## src/rtl/game_pkg.sv

```systemverilog
// Shared definitions for the turn-based hit/turn controller.
// Holds the FSM state encoding, the winner codes, the default game
// parameters and a couple of small helper functions shared by the RTL.
package game_pkg;

  // Values are exported on game_state, so the encoding is fixed.
  typedef enum logic [1:0] {
    ST_IDLE     = 2'd0,
    ST_TURN     = 2'd1,
    ST_COOLDOWN = 2'd2,
    ST_OVER     = 2'd3
  } game_state_t;

  localparam logic [1:0] WIN_NONE = 2'b00;
  localparam logic [1:0] WIN_CAT  = 2'b01;
  localparam logic [1:0] WIN_DOG  = 2'b10;
  localparam logic [1:0] WIN_DRAW = 2'b11;

  localparam int DEF_MAX_HP         = 5;
  // 0.5 s at 65 MHz, lined up with the sprite flash window.
  localparam int DEF_COOLDOWN_TICKS = 32_500_000;

  // Saturating hit-point decrement.
  function automatic logic [3:0] hp_dec(input logic [3:0] hp);
    return (hp == 4'd0) ? 4'd0 : hp - 4'd1;
  endfunction

  // Winner code from the final hit points; WIN_NONE while both are alive.
  function automatic logic [1:0] winner_code(input logic [3:0] hp_cat,
                                             input logic [3:0] hp_dog);
    if (hp_cat == 4'd0 && hp_dog == 4'd0) return WIN_DRAW;
    if (hp_dog == 4'd0)                   return WIN_CAT;
    if (hp_cat == 4'd0)                   return WIN_DOG;
    return WIN_NONE;
  endfunction

endpackage

```

## src/rtl/cooldown_timer.sv

```systemverilog
// Post-shot lockout counter.
// Counts cycles while enable is high and flags done during the last cycle
// of a TICKS-cycle window, so a controller reacting to done leaves the
// lockout after exactly TICKS cycles. The count sits at zero whenever the
// timer is not enabled.
// Ports:
//   clk    - system clock
//   rst    - synchronous active-high reset
//   load   - restart the count from zero
//   enable - high while the controller is in its lockout state
//   done   - combinational, high in the final lockout cycle
module cooldown_timer #(
  parameter int TICKS = 4
) (
  input  logic clk,
  input  logic rst,
  input  logic load,
  input  logic enable,
  output logic done
);

  localparam int CW     = (TICKS < 1) ? 1 : $clog2(TICKS + 1);
  // A zero-length lockout still needs one cycle in the lockout state.
  localparam int LAST_I = (TICKS < 1) ? 0 : TICKS - 1;
  localparam logic [CW-1:0] LAST = CW'(LAST_I);

  logic [CW-1:0] count;

  assign done = enable && (count == LAST);

  always_ff @(posedge clk) begin
    if (rst || load || done || !enable) begin
      count <= '0;
    end else begin
      count <= count + 1'b1;
    end
  end

endmodule

```

## src/rtl/hit_turn_ctrl.sv

```systemverilog
// Game flow controller for the cat-vs-dog artillery game.
// Tracks hit points, whose turn it is, the post-shot lockout and the
// winner. All outputs are registered; hit_cat/hit_dog are one-cycle
// pulses that drive the draw blocks' flash triggers directly.
// Ports:
//   clk, rst              - clock, synchronous active-high reset
//   start                 - pulse, starts a game from IDLE or OVER
//   shot_done             - pulse, projectile landed/left screen
//   hit_cat_in/hit_dog_in - collision pulses from the sprite checker
//   hit_cat/hit_dog       - flash trigger pulses, one cycle after a hit
//   hp_cat/hp_dog         - remaining hit points
//   turn_dog              - 1 = dog's turn, 0 = cat's turn
//   shoot_en              - launcher may fire (TURN only)
//   game_state            - current state code
//   winner                - 00 none, 01 cat, 10 dog, 11 draw
module hit_turn_ctrl
  import game_pkg::*;
#(
  parameter int MAX_HP         = DEF_MAX_HP,
  parameter int COOLDOWN_TICKS = DEF_COOLDOWN_TICKS
) (
  input  logic       clk,
  input  logic       rst,
  input  logic       start,
  input  logic       shot_done,
  input  logic       hit_cat_in,
  input  logic       hit_dog_in,
  output logic       hit_cat,
  output logic       hit_dog,
  output logic [3:0] hp_cat,
  output logic [3:0] hp_dog,
  output logic       turn_dog,
  output logic       shoot_en,
  output logic [1:0] game_state,
  output logic [1:0] winner
);

  localparam logic [3:0] HP_INIT = 4'(MAX_HP);

  game_state_t state;
  logic        shot_end;
  logic        cd_load;
  logic        cd_enable;
  logic        cd_done;

  // A hit ends the turn on its own, so shot_done alongside it adds nothing.
  assign shot_end   = hit_cat_in || hit_dog_in || shot_done;
  assign cd_load    = (state == ST_TURN) && shot_end;
  assign cd_enable  = (state == ST_COOLDOWN);
  assign game_state = state;

  cooldown_timer #(
    .TICKS (COOLDOWN_TICKS)
  ) u_cooldown (
    .clk    (clk),
    .rst    (rst),
    .load   (cd_load),
    .enable (cd_enable),
    .done   (cd_done)
  );

  always_ff @(posedge clk) begin
    if (rst) begin
      state    <= ST_IDLE;
      hp_cat   <= HP_INIT;
      hp_dog   <= HP_INIT;
      turn_dog <= 1'b0;
      shoot_en <= 1'b0;
      hit_cat  <= 1'b0;
      hit_dog  <= 1'b0;
      winner   <= WIN_NONE;
    end else begin
      hit_cat <= 1'b0;
      hit_dog <= 1'b0;
      case (state)
        // IDLE and OVER both wait for start and reload a fresh game.
        ST_IDLE, ST_OVER: begin
          if (start) begin
            state    <= ST_TURN;
            hp_cat   <= HP_INIT;
            hp_dog   <= HP_INIT;
            turn_dog <= 1'b0;
            shoot_en <= 1'b1;
            winner   <= WIN_NONE;
          end
        end
        // Self-hits need no special case: the hit input alone decides
        // which side loses a point, regardless of whose turn it is.
        ST_TURN: begin
          if (hit_cat_in) begin
            hp_cat  <= hp_dec(hp_cat);
            hit_cat <= 1'b1;
          end
          if (hit_dog_in) begin
            hp_dog  <= hp_dec(hp_dog);
            hit_dog <= 1'b1;
          end
          if (shot_end) begin
            state    <= ST_COOLDOWN;
            shoot_en <= 1'b0;
          end
        end
        // Inputs are deliberately ignored during the lockout.
        ST_COOLDOWN: begin
          if (cd_done) begin
            if (hp_cat == 4'd0 || hp_dog == 4'd0) begin
              state  <= ST_OVER;
              winner <= winner_code(hp_cat, hp_dog);
            end else begin
              state    <= ST_TURN;
              turn_dog <= ~turn_dog;
              shoot_en <= 1'b1;
            end
          end
        end
        default: begin
          state    <= ST_IDLE;
          shoot_en <= 1'b0;
        end
      endcase
    end
  end

endmodule

```

## config.mk

```make
export PLATFORM = sky130hd
export DESIGN_NAME = hit_turn_ctrl
export DESIGN_NICKNAME = d
export VERILOG_FILES = /design/src/rtl/game_pkg.sv /design/src/rtl/cooldown_timer.sv /design/src/rtl/hit_turn_ctrl.sv
export SDC_FILE = /design/constraint.sdc
export NUM_CORES = 1
export LEC_CHECK = 0
export ABC_AREA = 1
export BUFFER_PORTS_ARGS = -buffer_cell sky130_fd_sc_hd__buf_4
export CELL_PAD_IN_SITES_DETAIL_PLACEMENT = 1
export CELL_PAD_IN_SITES_GLOBAL_PLACEMENT = 2
export CORE_ASPECT_RATIO = 1.4
export CORE_UTILIZATION = 30
export DETAILED_ROUTE_END_ITERATION = 10
export HOLD_SLACK_MARGIN = 0.12
export PLACE_DENSITY = 0.87
export SLEW_MARGIN = 20
export SYNTH_ARGS = -nofsm -noshare
export SYNTH_HDL_FRONTEND = slang
export SYNTH_SLANG_ARGS = --single-unit
```

## constraint.sdc

```tcl
create_clock -name clk -period 1.4 [get_ports clk]
set_input_delay 0.07 -clock clk [delete_from_list [all_inputs] [get_ports clk]]
set_output_delay 0.07 -clock clk [all_outputs]
set_load 0.05 [all_outputs]
```

==> results by group <==
Status
  – Status: finished, violations left
  – Failing checks: negative setup slack

Place
  – IO Port Bufs: 21
  – Post-DP HPWL: 5805 um
  – Placed cell count: 513
  – Placer Congestion: slightly below 0.8

Pwr
  – Pint: ~2.8 mW
  – Static Leak: around 1.4 nW
  – Combinational Power Share: 0.504
  – Switch Pwr: ~1.9 mW
  – Max VDD drop: ~1.1 mV
  – Switching part of the total: 0.4058
  – Reg power frac: 0.295
  – Total power: about 4.7 mW
  – Clock group share of total power: 0.201
  – PD cells: ~1300 nW/um2

Setup path
  – Crit. End Element: register
  – Highest-delay cell along the critical path: dfxtp_4
  – Setup Crit Path Kind: register to register
  – CP dominant cell by count: nand2_4
  – Startpoint Class: register
  – Req. time, crit path: 1.58 ns
  – Crit-path leading delay family: simple AND/OR/NAND/NOR gates
  – CP max FO: 14
  – Crit. path cell count: 11
  – CP Cell Sequence: ha_4, nand2_4, nor2_4, nand2_2, nor2_2, nand2_2, nand2_4, nor2_4, nand2_4, buf_12, a21oi_1
  – WP buf/inv: 1
  – Worst r2r path cells: 11
  – Crit path DAT: 1.71 ns
  – Worst path max stage delay: 0.37 ns

Timing
  – Slew @ Worst Pin: between 0.3 and 0.4 ns
  – FMAX: roughly 660 MHz
  – Hold WS: 0.1959 ns
  – Fin crit period: about 1.5 ns
  – Unrepaired setup endpoints after global routing: true
  – Worst setup margin: -0.1233 ns
  – Rel. slew slack: 0.7873
  – Final Setup Violations: 36
  – Count of final hold-check violations: 0
  – Final Slew Violations: 0
  – Tcrit/Tclk final: 1.088
  – Clock Skew: 0.01063 ns

GRT
  – Pin count of the biggest net entering global routing: 15
  – First-pass GRT wire length: ~12,000 um
  – Initial antenna violation count: 0
  – Vias in the first global route: around 2,700
  – Global Route Usage Sum: 0.1838
  – Total gr overflow: 0

Floorplan
  – IO Pins: 22
  – Core area: 7453 um2
  – Die area: 8217 um2
  – Die W: ~77 um
  – Initial core utilization: 0.3161
  – Die Span Y: roughly 110 um
  – # rows: 37

Logic synthesis
  – Syn Std Cell Area: around 2400 um2
  – Gate Count Post-Synth: ~340
  – Post-Syn Nets: roughly 360
  – Sequential share of the synthesized area: 0.3484
  – Seq cells post-synth: 41
  – Synth top area cells: dfxtp_1 35%, nand2_1 13%, inv_1 8.6%, nor2_1 5.9%, ha_1 4.2%
  – Synth top area share: 0.3484
  – Total number of yosys warnings: 0
  – Area leader, netlist: dfxtp_1
  – Post-synthesis area per instance: 6.889 um2
  – Yosys cell types: 27

Drt
  – Vias after detailed routing: between 2,000 and 2,500
  – Final wirelength: 7206 um
  – Antenna violation net count after detailed routing: 0
  – DRT iter0 DRCs: 69
  – Detailed-route wire length per cell: approximately 14 um
  – Drt drc: 0
  – DRT Pass-1 Iters: 4
  – Vias per cell: approximately 4.7

Layout
  – Ratio of cells with drive above 1 in the final layout: 0.4115
  – P&R area growth vs syn: 48.22%
  – Post-Layout Cell Count: 532
  – Layout fillers: 946
  – Post-layout nets: between 400 and 500
  – Ant diodes: 0

Clocking
  – H-tree depth: 2
  – CTS Buffer Depth: 2
  – Clock sinks: 41
  – Clock latency on the worst-skew pair: around 0.29 ns
  – Worst-path clk slew: ~0.090 ns
  – CTS tree: done
  – CTS root buf: clkbuf_8
  – Cts bufs inserted: 5

Hold path
  – WHS Path Cells: 4
  – Worst Hold Class: input pin to register

Job
  – Max capacitance violation total: 0
-- synthesized netlist by cell type (all sizes together) --
| cell | instances |
|---|---|
| nor3 | 12 |
| ha | 8 |
| nand3b | 2 |
| buf | 2 |
| nor2 | 53 |
| o221ai | 1 |
| xor2 | 9 |
| inv | 55 |
| o21ai | 3 |
| o211ai | 2 |
| a31oi | 2 |
| nand3 | 18 |
| dfxtp | 41 |
| a21oi | 24 |
| or2 | 6 |
| clkbuf | 1 |
| nand4 | 14 |
| nand2 | 89 |
-- per-stage QoR --
step	cell area, um2	TNS, ns	util	setup WS (ns)
after global placement	3144	-2.212	0.4219	-0.09543
after global routing	3492	-7.228	0.4685	-0.2348
final	3492	-3.359	0.4685	-0.1233
after detailed placement	3144	-4.189	0.4219	-0.1571
after floorplan	2451	-1.074	-	-0.05556
after CTS	3342	-2.973	0.4484	-0.1195
-- cell families (layout without fill, tap and decap cells) --
kind of cell | Yosys count | after routing | share of synthesized area
xor gates and xnor gates | 9 | 9 | 0.03346
and+or+nand+nor | 194 | 194 | 0.3824
buffers and inverters | 58 | 151 | 0.1062
AOI/OAI and AO/OA | 32 | 32 | 0.08709
DFF | 41 | 41 | 0.3484
adders and majority gates | 8 | 8 | 0.04249
-- power by group through the flow --
stage	clock network, mW	registers, mW	logic, mW
floorplan	0	1.74	0.941
global placement	0	1.41	1.88
detailed placement	0	1.42	1.93
CTS	0.976	1.39	2.03
global route	1.03	1.41	2.57
finish	0.947	1.39	2.38
-- worst paths after layout --
path	startpoint	endpoint	slack [ns]
worst max-delay path	u_cooldown.count[0]	u_cooldown.count[3]	-0.12
worst min-delay path	hit_cat_in	hit_cat	0.20
worst max register to register	u_cooldown.count[0]	u_cooldown.count[3]	-0.12
worst min register to register	hp_cat[3]	hp_cat[3]	0.48
-- flip-flops by register name, summed over array words and instances (netlist names) --
signal,flops
shoot_en,1
hp_dog,4
hit_dog,1
u_cooldown.count,25
game_state,2
winner,2
turn_dog,1
hit_cat,1
hp_cat,4
-- per-layer routing --
| layer | wire, um | global-route usage | vias to the layer above |
|---|---|---|---|
| met1 | 2676 | 0.1758 | 1200 |
| met3 | 111 | 0.02213 | 6 |
| met2 | 4295 | 0.3871 | 27 |
| met4 | 122 | 0.06593 | 0 |
| met5 | 0 | 0 | - |
| li1 | - | - | 1260 |
-- placed cells by master (no fill, tap or decap), types with 5 or more instances in the layout --
master and count:
nor2_4 5, nand2_1 74, nor3_1 8, buf_4 83
dfxtp_2 7, nand4_1 14, nand2_2 9, nand3_1 13
a21oi_1 13, a21oi_2 11, clkbuf_8 5, dfxtp_1 26
dfxtp_4 8, inv_2 5, nor2_2 17, nor2_1 31
inv_1 47, xor2_1 9
-- cell type report --
type,instances,area [um2],area share
inverter,55,216.5,0.06199
multi-input combinational,243,1485,0.4253
clock buffer,6,72.57,0.02078
clock inverter,2,33.78,0.009674
tap,97,121.4,0.03475
sequential,41,859.6,0.2461
timing repair buffer,88,703.2,0.2014
-- what timing repair did --
action,CTS,global route
setup endpoints to repair,39,39
gates resized for setup,13,32
hold buffers,2,0
pin swaps,3,17
setup buffers,3,6
gates cloned,0,0
endpoints found under the hold margin,10,0
-- worst register-to-register path, cell delays in order, from the launching register on --
cell and delay [ns]:
dfxtp_4 0.37, ha_4 0.16, nand2_4 0.06, nor2_4 0.14
nand2_2 0.07, nor2_2 0.10, nand2_2 0.08, nand2_4 0.10
nor2_4 0.04, nand2_4 0.09, buf_12 0.16, a21oi_1 0.05
Power figures use the tool's default switching activity.
